## src/rtl/dut_pkg.sv

```systemverilog
// rtl/dut_pkg.sv - opcode, FSM state, error code and latency definitions shared by tinyalu
package dut_pkg;

  typedef enum logic [7:0] {
    OP_NOP = 8'd0,
    OP_ADD = 8'd1,
    OP_AND = 8'd2,
    OP_XOR = 8'd3,
    OP_MUL = 8'd4,
    OP_DIV = 8'd5,
    OP_LDA = 8'd6,
    OP_STA = 8'd7,
    OP_MOV = 8'd8,
    OP_SWP = 8'd9,
    OP_WMR = 8'd10
  } operation_t;

  typedef enum logic [1:0] {ST_IDLE, ST_EXEC, ST_DONE} state_t;

  localparam logic [7:0] ERR_OK      = 8'h00;
  localparam logic [7:0] ERR_DIV0    = 8'h01;
  localparam logic [7:0] ERR_ILLEGAL = 8'h02;
  localparam logic [7:0] ERR_ADDR    = 8'h04;

  localparam int LAT_ALU = 1;
  localparam int LAT_MEM = 2;
  localparam int LAT_SWP = 3;

  function automatic logic is_mem_op(input logic [7:0] op);
    return (op >= OP_LDA) && (op <= OP_WMR);
  endfunction

endpackage

```

## src/rtl/tinyalu_divider.sv

```systemverilog
// rtl/tinyalu_divider.sv - unsigned restoring iterative divider, one quotient bit per cycle
module tinyalu_divider #(
  parameter int W = 8
) (
  input  logic         clk,
  input  logic         reset_n,
  input  logic         i_start,
  input  logic [W-1:0] i_dividend,
  input  logic [W-1:0] i_divisor,
  output logic         o_busy,
  output logic         o_done,
  output logic [W-1:0] o_quotient,
  output logic [W-1:0] o_remainder
);
  localparam int CW = $clog2(W + 1);

  logic [W-1:0]  r_rem, r_quo, r_div;
  logic [CW-1:0] r_cnt;
  logic          r_busy;
  logic [W:0]    w_shift;
  logic          w_ge;
  logic [W-1:0]  w_sub;

  assign w_shift = {r_rem, r_quo[W-1]};
  assign w_ge    = w_shift >= {1'b0, r_div};
  // remainder stays below the divisor, so the W-bit modular difference is exact
  assign w_sub   = w_shift[W-1:0] - r_div;

  always_ff @(posedge clk or negedge reset_n) begin
    if (!reset_n) begin
      r_rem  <= '0;
      r_quo  <= '0;
      r_div  <= '0;
      r_cnt  <= '0;
      r_busy <= 1'b0;
    end else if (i_start) begin
      r_rem  <= '0;
      r_quo  <= i_dividend;
      r_div  <= i_divisor;
      r_cnt  <= CW'(W);
      r_busy <= 1'b1;
    end else if (r_busy) begin
      if (r_cnt == '0) begin
        r_busy <= 1'b0;
      end else begin
        r_cnt <= r_cnt - CW'(1);
        r_rem <= w_ge ? w_sub : w_shift[W-1:0];
        r_quo <= {r_quo[W-2:0], w_ge};
      end
    end
  end

  assign o_busy      = r_busy;
  assign o_done      = r_busy && (r_cnt == '0);
  assign o_quotient  = r_quo;
  assign o_remainder = r_rem;

endmodule

```

## src/rtl/tinyalu_core.sv

```systemverilog
// rtl/tinyalu_core.sv - start/done command ALU with scratch memory, pipelined multiply and iterative divide
module tinyalu_core
  import dut_pkg::*;
#(
  parameter int DATA_W    = 8,
  parameter int MEM_DEPTH = 16,
  parameter int MUL_LAT   = 3
) (
  input  logic                clk,
  input  logic                reset_n,
  input  logic                start,
  input  logic [7:0]          op,
  input  logic                op_prefix,
  input  logic [DATA_W-1:0]   A,
  input  logic [DATA_W-1:0]   B,
  output logic                done,
  output logic [2*DATA_W-1:0] result,
  output logic [7:0]          err,
  output logic                gp
);
  localparam int W  = DATA_W;
  localparam int AW = $clog2(MEM_DEPTH);

  state_t         r_state, w_next;
  logic [7:0]     r_op, r_cnt, r_perr;
  logic           r_prefix, r_neg_q, r_neg_r;
  logic [W-1:0]   r_a, r_b, r_tmp;
  logic [2*W-1:0] r_last;
  logic [W-1:0]   r_mem [MEM_DEPTH];
  logic [2*W-1:0] r_mul_pipe [MUL_LAT-1];

  function automatic logic bad_addr(input logic [W-1:0] a);
    return int'(a) >= MEM_DEPTH;
  endfunction

  logic         w_accept, w_illegal, w_bad, w_div0, w_div_start, w_sa, w_sb;
  logic [7:0]   w_perr, w_cnt_init;
  logic [W-1:0] w_mag_a, w_mag_b;

  assign w_accept    = start && (r_state == ST_IDLE || r_state == ST_DONE);
  assign w_illegal   = op > OP_WMR;
  assign w_bad       = is_mem_op(op) && (bad_addr(A) || ((op == OP_MOV || op == OP_SWP) && bad_addr(B)));
  assign w_div0      = (op == OP_DIV) && (B == '0);
  assign w_div_start = w_accept && (op == OP_DIV) && !w_div0;
  assign w_sa        = op_prefix & A[W-1];
  assign w_sb        = op_prefix & B[W-1];
  assign w_mag_a     = w_sa ? -A : A;
  assign w_mag_b     = w_sb ? -B : B;

  // Error class and execution length are fixed at accept from the live operands.
  always_comb begin
    w_perr     = ERR_OK;
    w_cnt_init = 8'(LAT_ALU - 1);
    if (w_illegal)   w_perr = ERR_ILLEGAL;
    else if (w_bad)  w_perr = ERR_ADDR;
    else if (w_div0) w_perr = ERR_DIV0;
    else begin
      case (op)
        OP_MUL:                         w_cnt_init = 8'(MUL_LAT - 1);
        OP_LDA, OP_STA, OP_MOV, OP_WMR: w_cnt_init = 8'(LAT_MEM - 1);
        OP_SWP:                         w_cnt_init = 8'(LAT_SWP - 1);
        default:                        ;
      endcase
    end
  end

  logic         w_div_busy, w_div_done;
  logic [W-1:0] w_div_q, w_div_r;

  tinyalu_divider #(.W(W)) u_div (
    .clk        (clk),
    .reset_n    (reset_n),
    .i_start    (w_div_start),
    .i_dividend (w_mag_a),
    .i_divisor  (w_mag_b),
    .o_busy     (w_div_busy),
    .o_done     (w_div_done),
    .o_quotient (w_div_q),
    .o_remainder(w_div_r)
  );

  logic w_fin;
  assign w_fin = (r_state == ST_EXEC) &&
                 ((r_op == OP_DIV && r_perr == ERR_OK) ? (w_div_busy && w_div_done) : (r_cnt == '0));

  logic [W:0]     w_sum;
  logic [2*W-1:0] w_prod, w_mul_res, w_res;
  logic [W-1:0]   w_q, w_r, w_mem_a, w_mem_b;
  logic           w_gp;

  assign w_sum     = {r_prefix & r_a[W-1], r_a} + {r_prefix & r_b[W-1], r_b};
  assign w_prod    = {{W{r_prefix & r_a[W-1]}}, r_a} * {{W{r_prefix & r_b[W-1]}}, r_b};
  assign w_mul_res = r_mul_pipe[MUL_LAT-2];
  assign w_q       = r_neg_q ? -w_div_q : w_div_q;
  assign w_r       = r_neg_r ? -w_div_r : w_div_r;
  assign w_mem_a   = r_mem[r_a[AW-1:0]];
  assign w_mem_b   = r_mem[r_b[AW-1:0]];

  always_comb begin
    w_res = '0;
    w_gp  = 1'b0;
    if (r_perr == ERR_OK) begin
      case (r_op)
        OP_ADD: begin
          w_res = r_prefix ? {{(W-1){w_sum[W]}}, w_sum} : {{(W-1){1'b0}}, w_sum};
          w_gp  = r_prefix ? (w_sum[W] != w_sum[W-1]) : w_sum[W];
        end
        OP_AND: w_res = {{W{1'b0}}, r_a & r_b};
        OP_XOR: w_res = {{W{1'b0}}, r_a ^ r_b};
        OP_MUL: begin
          w_res = w_mul_res;
          w_gp  = w_mul_res[2*W-1:W] != (r_prefix ? {W{w_mul_res[W-1]}} : {W{1'b0}});
        end
        OP_DIV: begin
          w_res = {w_r, w_q};
          w_gp  = (w_div_r != '0);
        end
        OP_LDA, OP_MOV: w_res = {{W{1'b0}}, w_mem_a};
        OP_STA:         w_res = {{W{1'b0}}, r_b};
        OP_SWP:         w_res = {w_mem_b, r_tmp};
        OP_WMR:         w_res = r_last;
        default:        ;
      endcase
    end
  end

  // Single write port: swap spends its extra cycle writing mem[A] before mem[B].
  logic          w_we;
  logic [AW-1:0] w_waddr;
  logic [W-1:0]  w_wdata;

  always_comb begin
    w_we    = 1'b0;
    w_waddr = r_a[AW-1:0];
    w_wdata = r_b;
    if (r_state == ST_EXEC && r_perr == ERR_OK) begin
      case (r_op)
        OP_STA: w_we = (r_cnt == '0);
        OP_MOV: begin
          w_we    = (r_cnt == '0);
          w_waddr = r_b[AW-1:0];
          w_wdata = w_mem_a;
        end
        OP_WMR: begin
          w_we    = (r_cnt == '0);
          w_wdata = r_last[W-1:0];
        end
        OP_SWP: begin
          if (r_cnt == 8'd1) begin
            w_we    = 1'b1;
            w_wdata = w_mem_b;
          end else if (r_cnt == '0) begin
            w_we    = 1'b1;
            w_waddr = r_b[AW-1:0];
            w_wdata = r_tmp;
          end
        end
        default: ;
      endcase
    end
  end

  always_ff @(posedge clk or negedge reset_n) begin
    if (!reset_n) r_state <= ST_IDLE;
    else          r_state <= w_next;
  end

  always_comb begin
    w_next = r_state;
    case (r_state)
      ST_IDLE: if (start) w_next = ST_EXEC;
      ST_EXEC: if (w_fin) w_next = ST_DONE;
      ST_DONE: w_next = start ? ST_EXEC : ST_IDLE;
      default: w_next = ST_IDLE;
    endcase
  end

  assign done = (r_state == ST_DONE);

  always_ff @(posedge clk or negedge reset_n) begin
    if (!reset_n) begin
      r_op     <= '0;
      r_prefix <= 1'b0;
      r_a      <= '0;
      r_b      <= '0;
      r_cnt    <= '0;
      r_perr   <= ERR_OK;
      r_neg_q  <= 1'b0;
      r_neg_r  <= 1'b0;
      r_tmp    <= '0;
      r_last   <= '0;
      result   <= '0;
      err      <= '0;
      gp       <= 1'b0;
      for (int i = 0; i < MEM_DEPTH; i++) r_mem[i] <= '0;
    end else begin
      if (w_accept) begin
        r_op     <= op;
        r_prefix <= op_prefix;
        r_a      <= A;
        r_b      <= B;
        r_cnt    <= w_cnt_init;
        r_perr   <= w_perr;
        r_neg_q  <= w_sa ^ w_sb;
        r_neg_r  <= w_sa;
      end else if (r_state == ST_EXEC && r_cnt != '0) begin
        r_cnt <= r_cnt - 8'd1;
      end
      if (r_state == ST_EXEC && r_op == OP_SWP && r_cnt == 8'd1) r_tmp <= w_mem_a;
      if (w_we) r_mem[w_waddr] <= w_wdata;
      if (w_fin) begin
        result <= w_res;
        err    <= r_perr;
        gp     <= w_gp;
        if (r_perr == ERR_OK) r_last <= w_res;
      end
    end
  end

  always_ff @(posedge clk or negedge reset_n) begin
    if (!reset_n) begin
      for (int i = 0; i < MUL_LAT - 1; i++) r_mul_pipe[i] <= '0;
    end else begin
      r_mul_pipe[0] <= w_prod;
      for (int i = 1; i < MUL_LAT - 1; i++) r_mul_pipe[i] <= r_mul_pipe[i-1];
    end
  end

endmodule

```

## config.mk

```make
export PLATFORM = sky130hd
export DESIGN_NAME = tinyalu_core
export DESIGN_NICKNAME = d
export VERILOG_FILES = /design/src/rtl/dut_pkg.sv /design/src/rtl/tinyalu_divider.sv /design/src/rtl/tinyalu_core.sv
export SDC_FILE = /design/constraint.sdc
export NUM_CORES = 1
export LEC_CHECK = 0
export ABC_AREA = 1
export CORE_MARGIN = 4
export CORE_UTILIZATION = 65
export DETAILED_ROUTE_END_ITERATION = 7
export HOLD_SLACK_MARGIN = 0.1
export MAX_ROUTING_LAYER = met4
export PLACE_DENSITY = 0.93
export SETUP_SLACK_MARGIN = 0.15
export SYNTH_ARGS = -nofsm -noshare
export SYNTH_HDL_FRONTEND = slang
export SYNTH_SLANG_ARGS = --single-unit
```

## constraint.sdc

```tcl
create_clock -name clk -period 7.7 [get_ports clk]
set_input_delay 0.77 -clock clk [delete_from_list [all_inputs] [get_ports clk]]
set_output_delay 0.77 -clock clk [all_outputs]
set_load 0.1 [all_outputs]
```

Word level (Yosys, flattened, before mapping)
Index checks and enable logic that the tools add are counted.
W data, S select, Z words.
{"block": "op_classes", "add_sub_neg": 8, "n_mul": 1, "n_lt_le_gt_ge": 10, "eq_ne": 25, "muxes": 59, "bitwise": 10, "n_reduce_logical": 36}
{"op": "$mux W8", "count": 22}
{"op": "$pmux W16 S9", "count": 1}
{"op": "$bwmux W128", "count": 1}
{"op": "$bmux W8 S4", "count": 2}
{"op": "$eq A8 B3 Y1 const B", "count": 8}
{"op": "$eq A8 B4 Y1 const B", "count": 6}
{"op": "$demux W8 S4", "count": 1}
{"op": "$mux W16", "count": 2}
{"op": "$neg A8 Y8", "count": 4}
{"op": "$logic_not A8 Y1", "count": 3}
{"op": "$mux W4", "count": 6}
{"op": "$pmux W8 S3", "count": 1}
{"op": "$eq A8 B1 Y1 const B", "count": 2}
{"op": "$eq A8 B2 Y1 const B", "count": 2}
{"op": "$ge A8 B5 Y1 const B", "count": 2}
{"op": "$logic_and A1 B1 Y1", "count": 16}
{"op": "$mul A9 B9 Y16", "count": 1}
{"op": "$reduce_bool A8 Y1", "count": 2}
{"op": "$ge A5 B5 Y1 const B", "count": 3}
{"op": "$not A4 Y5", "count": 3}
{"op": "$mux W1", "count": 11}
{"op": "$mux W2", "count": 5}
{"op": "$add A9 B9 Y9", "count": 1}
{"op": "$ge A9 B8 Y1", "count": 1}
{"op": "32 further kinds", "count": 43}
{"block": "word_totals", "reg_bits": 283, "word_cells": 186}

Longest topological paths before layout
Gate-level depths: netlist of the first run.
{"block": "logic_depth", "word_depth": 11, "ltp_mapped": 22, "ltp_nobuf": 19}

Hierarchy
Synthesis of the first run repeated with hierarchy kept, for this count alone.
{"block": "unflattened", "hier_cells": 2733, "area_unflattened_um2": 19662.6}
{"mod": "tinyalu_core", "instances": 1, "cells_each": 2511, "area_each_um2": 17895.9}
{"mod": "tinyalu_divider", "instances": 1, "cells_each": 222, "area_each_um2": 1766.7}

Worst setup path before layout of the first run
Ideal clock, no wire load.
{"block": "synth_timing", "path_type": "register to register", "from": "register r_b[0]", "to": "register r_mul_pipe[29] (netlist name)", "arrival_ns": 4.800, "path_slack_ns": 2.769, "path_stages_with_launch": 20, "n_path_buf": 2, "period_less_slack_ns": 4.931, "cell_sequence": "dfrtp_1 -> buf_2 -> clkinv_1 -> buf_2 -> nor2_1 -> inv_1 -> fa_1 -> inv_1 -> fa_1 -> fa_1 -> fa_1 -> inv_1 -> fa_1 -> inv_1 -> ha_1 -> a21oi_1 -> o21ai_0 -> a21oi_1 -> o21ai_0 -> xor2_1"}
{"block": "synth_between", "elab_chain_len": 1}
{"item": "start, declared", "line_no": "tinyalu_core.sv:27", "source": "logic [W-1:0] r_a, r_b, r_tmp;"}
{"item": "start signal, assigned", "line_no": "tinyalu_core.sv:185", "source": "r_b <= '0;"}
{"item": "start signal, assigned", "line_no": "tinyalu_core.sv:201", "source": "r_b <= B;"}
{"item": "$mul A9 B9 Y16", "line_no": "tinyalu_core.sv:92", "source": "assign w_prod = {{W{r_prefix & r_a[W-1]}}, r_a} * {{W{r_prefix & r_b[W-1]}}, r_b};"}
{"item": "via w_prod[13]", "line_no": "tinyalu_core.sv:87", "source": "logic [2*W-1:0] w_prod, w_mul_res, w_res;"}
{"item": "end, declared", "line_no": "tinyalu_core.sv:30", "source": "logic [2*W-1:0] r_mul_pipe [MUL_LAT-1];"}
The timed path passes the listed nets, and every way through them passes these cells.
A chain may end at the register's enable or synchronous reset.

Worst setup path after layout of the first run
Ends and elaborated chain as after synthesis.

==> run_results.csv, run 1 <==
group,metric,value,unit
outcome,outcome,"finished with violations",
outcome,violations,"DRC",
worst_setup_path,arrival,6.20,ns
synthesis,yosys-top-cells-area,"dfrtp_1 36%, nand2_1 18%, nand3_1 9.3%",
placed_design,dp_hpwl,44800,µm
global_routing,grt_use_met3,7.49,%
synthesis,synth_cell_types,49,
finish,drive_gt1_share,5.76,%
clock_network,cts_buffers,30,
floorplanning,io_pins,54,
clock_network,ctsResizeCount,0,
synthesis,synth_flop_cell,"dfrtp_1",
sta,hold_viol,0,
global_routing,antenna_found_initial,0,
detailed_routing,routed_wl,63400,µm
power_and_ir_drop,fin_total_pwr,3.02,mW
worst_setup_path,required,8.19,ns
global_routing,overflow,0,
detailed_routing,route.detailed.drc,3,
sta,finalCritPeriodShare,74.1,%
synthesis,ys_async_sr_fraction,100,%
floorplanning,start_util,66.5,%
global_routing,gr-usage-all-layers,39.5,%
finish,syn2layout_area_growth,8.29,%
sta,rsz0062_at_grt,"false",
synthesis,synth-seq-cells,273,
global_routing,top_usage_layer,"met2",
worst_setup_path,path_cells,"clkinv_1 > buf_4 > nor2_1 > inv_1 > fa_1 > inv_1 > fa_1 > fa_1 > fa_1 > inv_1 > fa_1 > inv_1 > ha_1 > a21oi_1 > o21ai_0 > a21oi_1 > o21ai_0 > xor2_1",
detailed_routing,drt-pass1-iter-count,8,
hold_path,worst_hold_path_type,"input port to asynchronous set/reset pin",
run,max-cap-violations,0,
global_routing,grt_pass1_wl,100000,µm
synthesis,synthDominantCellAreaShare,35.5,%
worst_setup_path,critPathSlowestCell,"dfrtp_2",
floorplanning,die_h,180,µm
detailed_routing,vias,19200,
clock_network,cts_root_buf,"clkbuf_16",
synthesis,synthCells,2683,
global_routing,grt_pass1_vias,18600,
worst_setup_path,cp-start-kind,"flop",
floorplanning,die_w,180,µm
clock_network,cts_sinks,273,
worst_setup_path,endpoint_kind,"flop",
synthesis,synth_common_cells,"924 x nand2_1, 362 x inv_1, 358 x nand3_1",
synthesis,synth_area_per_cell,7.17,µm²
clock_network,worstSkewPairLatency,0.59,ns
power_and_ir_drop,power_leakage,11.2,nW
sta,finalCriticalPeriod,5.71,ns
clock_network,htree_num_levels,1,
sta,fmaxAchievable,175,MHz
clock_network,cts_buffer_depth,3,
synthesis,ys_seq_area_share,35.5,%
worst_setup_path,worstSetupPathType,"flop to flop",
placed_design,port_buffers,48,
clock_network,cts_tree,"done",
floorplanning,fp.coreArea,28900,µm²
synthesis,synth_edf_count,0,
finish,nets,2818,
clock_network,postCtsSetupRepairBufs,0,
clock_network,hold_buffers,0,
global_routing,grt_use_met2,59.8,%
sta,skew,0.0260,ns
sta,setup_viol,0,
synthesis,syn_area,19200,µm²
worst_setup_path,worstPathMaxFanout,44,
power_and_ir_drop,power.density,145,nW/µm²
worst_setup_path,ff2ff_path_depth,18,
floorplanning,dieArea,32400,µm²
worst_setup_path,cpMostUsedCell,"fa_1",
finish,diodes,0,
placed_design,place.gp.congestion,1.07,
worst_setup_path,critical-path-max-stage-delay,0.67,ns
global_routing,use_met1,49.2,%
synthesis,yosysMostFrequentCell,"nand2_1",
detailed_routing,antenna_left,0,
synthesis,synth_warnings,0,
sta,tightest_slew,1.19,ns
sta,final_max_slew_viol_count,0,
global_routing,grt_max_degree,175,
detailed_routing,wl_per_cell,20.6,µm
power_and_ir_drop,irDropWorstVdd,0.203,mV
sta,relSlewSlack,20.4,%
synthesis,yosys.area.top_type,"dfrtp_1",
sta,setup_tns,0,ns
detailed_routing,first_iter_violations,3022,
floorplanning,placementRows,62,
clock_network,clkSlewWorstSetupHoldPaths,0.06,ns
detailed_routing,vias_per_cell,6.23,
==> cells in the final DEF (no fill, tap or decap), types with 10 or more instances in the layout <==
| master | synthesis | layout |
|---|---|---|
| xnor2_1 | 10 | 10 |
| clkinv_2 | 1 | 12 |
| nand4_1 | 23 | 23 |
| dfrtp_1 | 273 | 271 |
| inv_1 | 362 | 362 |
| o211ai_1 | 48 | 48 |
| ha_1 | 57 | 57 |
| a21oi_1 | 54 | 54 |
| inv_2 | 27 | 27 |
| nand2_1 | 924 | 923 |
| o21ai_0 | 101 | 101 |
| nand3_1 | 358 | 358 |
| fa_1 | 65 | 65 |
| nor3_1 | 16 | 16 |
| nor2_1 | 126 | 126 |
| o22ai_1 | 11 | 11 |
| nor2_8 | 12 | 12 |
| clkbuf_16 | 0 | 31 |
| buf_4 | 7 | 12 |
| clkdlybuf4s50_1 | 0 | 47 |
| xor2_1 | 22 | 22 |
==> final timing paths <==
path | endpoint | slack (ns) | startpoint
hold reg to reg | w_mul_res[4] | 0.36 | r_mul_pipe[20]
min in group clk | w_mul_res[4] | 0.36 | r_mul_pipe[20]
hold / removal | r_mem[39] | 0.20 | reset_n
setup / recovery | r_mul_pipe[29] | 1.99 | r_b[0]
setup reg to reg | r_mul_pipe[29] | 1.99 | r_b[0]
max in group asynchronous | r_b[0] | 5.91 | reset_n
==> per-stage QoR <==
step	setup slack, ns	utilization, %	hold slack, ns	instances	cell area (µm²)
3_3_place_gp	2.23	68.5	0.333	3020	19800
4_1_cts	2.04	72.0	0.237	3076	20800
6_report	1.99	72.0	0.204	3076	20800
5_1_grt	1.62	72.0	0.275	3076	20800
3_5_place_dp	2.05	68.5	0.345	3020	19800
2_1_floorplan	2.77	-	0.331	2687	19300
==> logic make-up after synthesis <==
family / count (synthesis) / synth area share, %
other cells: 1 / 0.0195
xor+xnor: 32 / 1.46
fa+ha+maj: 122 / 10.5
flops: 273 / 35.5
compound gates: 240 / 7.36
buf+inv: 505 / 10.3
mux: 2 / 0.117
simple gates: 1508 / 34.7
==> registers in the layout (all words and copies together), names as in the netlist, 16 cells and up <==
| signal | flops |
|---|---|
| w_mul_res | 16 |
| r_mul_pipe | 16 |
| result | 16 |
| r_last | 16 |
| r_mem | 128 |
==> final cells by class <==
class	instances	area (µm²)
well taps	384	480
clock buffers	37	828
fillers	2259	8100
flip-flops and latches	273	6830
repair buffers	61	596
inverters	393	1480
clock inverters	19	183
multi-input cells	1909	10400
==> metal layers <==
metal | share of wire [%] | vias up
met5 | 0 | -
met4 | 8.6 | 0
met3 | 12 | 385
met2 | 44 | 1474
met1 | 36 | 8879
li1 | - | 8430
==> critical path, delay by kind of cell (launching register included) <==
family	cells	cell delay, ns
flip-flops	1	0.67
AND/OR/NAND/NOR	1	0.32
adder cells (fa/ha/maj)	6	2.92
buffers and inverters	6	0.71
XOR/XNOR	1	0.18
AO/OA/AOI/OAI	4	0.78
==> power breakdown <==
group          leakage (nW)  switching, mW  internal, mW
Combinational          6.99         0.0600        0.0194
Sequential             3.76              0          1.43
Clock                 0.493          0.641         0.862
Total                  11.2          0.701          2.32
Power figures use the tool's default switching activity.
==> run 2: changes to the inputs <==
- CORE_UTILIZATION: 65 -> 57
- PLACE_DENSITY: 0.93 -> 0.87
- clock period: 7.7 -> 4.78 ns (I/O delays scaled with it)
==> run 2 against run 1 <==
  * Critical path depth decreased by 2
  * Die area up 13%
  * Design area is 3.0% higher
  * Combinational power is 64% higher
  * Critical endpoint is now r_mul_pipe[31]
  * Sequential share of layout area decreased by 0.92 points
  * Critical path type unchanged
  * Final cell count increased by 3.2%
  * Hold slack gained 0.13 ns
  * Sequential power grew 62%
  * The run now ends clean
  * Largest cell class unchanged
  * Setup slack lost 1.7 ns
==> run_results.csv, run 2 (synthesis gave the netlist of run 1 again) <==
group,metric,value,unit
worst_setup_path,endpoint_kind,"flop",
clock_network,cts_tree,"done",
floorplanning,die_h,192,µm
finish,nFillCells,2862,
detailed_routing,routed_wl,62800,µm
detailed_routing,wl_per_cell,19.8,µm
floorplanning,io_pins,54,
floorplanning,placementRows,67,
power_and_ir_drop,seqPwrFrac,44.3,%
global_routing,grt_max_degree,110,
placed_design,dp_hpwl,44500,µm
sta,fmaxAchievable,222,MHz
floorplanning,fp.coreArea,33400,µm²
worst_setup_path,path_cells,"nand2_4 > buf_4 > nor2_4 > inv_1 > fa_2 > fa_1 > fa_1 > inv_1 > fa_1 > ha_1 > ha_1 > nand2_1 > nor2_2 > nand3_1 > o2111ai_1 > xor2_1",
global_routing,grt_pass1_vias,18300,
global_routing,antenna_found_initial,0,
detailed_routing,first_iter_violations,2435,
finish,regMostFlops,"r_mem",
finish,nets,2852,
clock_network,cts_buffers,34,
sta,relSlewSlack,12.6,%
detailed_routing,route.detailed.drc,0,
power_and_ir_drop,power_switching,1.18,mW
sta,hold_viol,0,
power_and_ir_drop,netSwitchingFraction,22.6,%
worst_setup_path,critical-path-max-stage-delay,0.61,ns
power_and_ir_drop,irDropWorstVdd,0.338,mV
worst_setup_path,cpMostUsedCell,"fa_1",
power_and_ir_drop,intPower,4.04,mW
finish,drive_gt1_share,7.85,%
power_and_ir_drop,p_comb_share,2.5,%
power_and_ir_drop,fin_total_pwr,5.22,mW
worst_setup_path,critPathSlowestCell,"fa_2",
sta,rsz0062_at_grt,"true",
global_routing,overflow,0,
clock_network,worstSkewPairLatency,0.54,ns
power_and_ir_drop,power.density,243,nW/µm²
finish,final_core_util,64.1,%
finish,final_cell_mix,"921 x nand2_1, 362 x inv_1, 358 x nand3_1",
worst_setup_path,required,5.22,ns
floorplanning,die_w,192,µm
finish,diodes,0,
sta,skew,0.0182,ns
placed_design,dp.cells,3110,
clock_network,cts_buffer_depth,3,
finish,syn2layout_area_growth,11.5,%
finish,largest_reg_flops,128,
worst_setup_path,worstPathMaxFanout,5,
floorplanning,dieArea,36800,µm²
worst_setup_path,cp-start-kind,"flop",
run,max-cap-violations,0,
floorplanning,start_util,57.5,%
worst_setup_path,worst-r2r-setup-slack,0.27,ns
power_and_ir_drop,clkPwrFrac,53.2,%
hold_path,worst_hold_path_type,"flop to flop",
placed_design,pre_cts_ws,0.151,ns
clock_network,cts_root_buf,"clkbuf_16",
global_routing,grt_pass1_wl,98400,µm
sta,finalCriticalPeriod,4.51,ns
power_and_ir_drop,power_leakage,11.5,nW
global_routing,gr-usage-all-layers,35.1,%
clock_network,cts_sinks,273,
worst_setup_path,arrival,4.95,ns
sta,setup_viol,0,
finish,stdcell_count,3175,
sta,finalCritPeriodShare,94.4,%
outcome,outcome,"completed",
worst_setup_path,worstSetupPathType,"flop to flop",
detailed_routing,antenna_left,0,
sta,final_max_slew_viol_count,0,
clock_network,htree_num_levels,2,
detailed_routing,vias,18800,
placed_design,port_buffers,48,
placed_design,place.gp.congestion,1.01,
sta,finalWorstSetupSlack,0.266,ns
detailed_routing,vias_per_cell,5.94,
sta,tightest_slew,1.31,ns
sta,setup_tns,0,ns
clock_network,clkSlewWorstSetupHoldPaths,0.06,ns
finish,layout_commonest_cell,"nand2_1",
detailed_routing,drt-pass1-iter-count,6,
run 2: per-layer routing:
metal / part of all wire [%] / GRT usage [%] / vias up / wire (µm)
met5: 0 / - / - / 0
met1: 37 / 43.3 / 8869 / 23400
met3: 9.5 / 5.56 / 319 / 5950
li1: - / - / 8496 / -
met4: 7.9 / 22.7 / 0 / 4950
met2: 45 / 53.8 / 1165 / 28500
run 2: final timing paths:
kind                                  end      startpoint  depth (start not counted)
max                        r_mul_pipe[31]        r_prefix                         16
min reg2reg                  w_mul_res[8]  r_mul_pipe[24]                          0
max reg2reg                r_mul_pipe[31]        r_prefix                         16
min                          w_mul_res[8]  r_mul_pipe[24]                          0
min in group asynchronous       r_mem[54]         reset_n                          2
max in group asynchronous          r_b[3]         reset_n                          3
run 2: power by group through the flow:
stage	clock, mW	combinational (mW)	sequential [mW]
final	2.78	0.130	2.31
after global routing	2.87	0.145	2.31
after CTS	2.78	0.133	2.31
after detailed placement	0	0.131	2.35
after global placement	0	0.128	2.35
after floorplan	0	0.0443	2.35
run 2: what timing repair did:
item | 4_1_cts | 5_1_grt
buffers inserted | 1 | 2
setup endpoints to repair | 2 | 6
resized for setup | 1 | 26
hold endpoints to repair | 93 | 0
pin swaps | 0 | 9
hold buffers | 1 | 0
run 2: critical path: cells and delay by family, from the launching register on:
kind                       cells  cell delay [ns]
DFF                            1             0.41
buffers and inverters          3             0.30
and+or+nand+nor                5             0.61
AOI/OAI and AO/OA              1             0.12
xor gates and xnor gates       1             0.18
adders and majority gates      6             2.79
run 2: area by class of cell:
type | count | area [µm²] | share of cell area, %
Tap cell | 448 | 561 | 2.61
Clock buffer | 45 | 963 | 4.49
Clock inverter | 16 | 223 | 1.04
Inverter | 393 | 1480 | 6.89
Multi-Input combinational cell | 1909 | 10500 | 49.2
Sequential cell | 273 | 6840 | 31.9
Timing Repair Buffer | 91 | 843 | 3.93
run 2: stage by stage:
step | instance area (µm²) | hold WS (ns)
global placement | 20100 | 0.332
finish | 21500 | 0.337
global route | 21500 | 0.349
CTS | 21300 | 0.342
floorplan | 19300 | 0.182
detailed placement | 20100 | 0.336
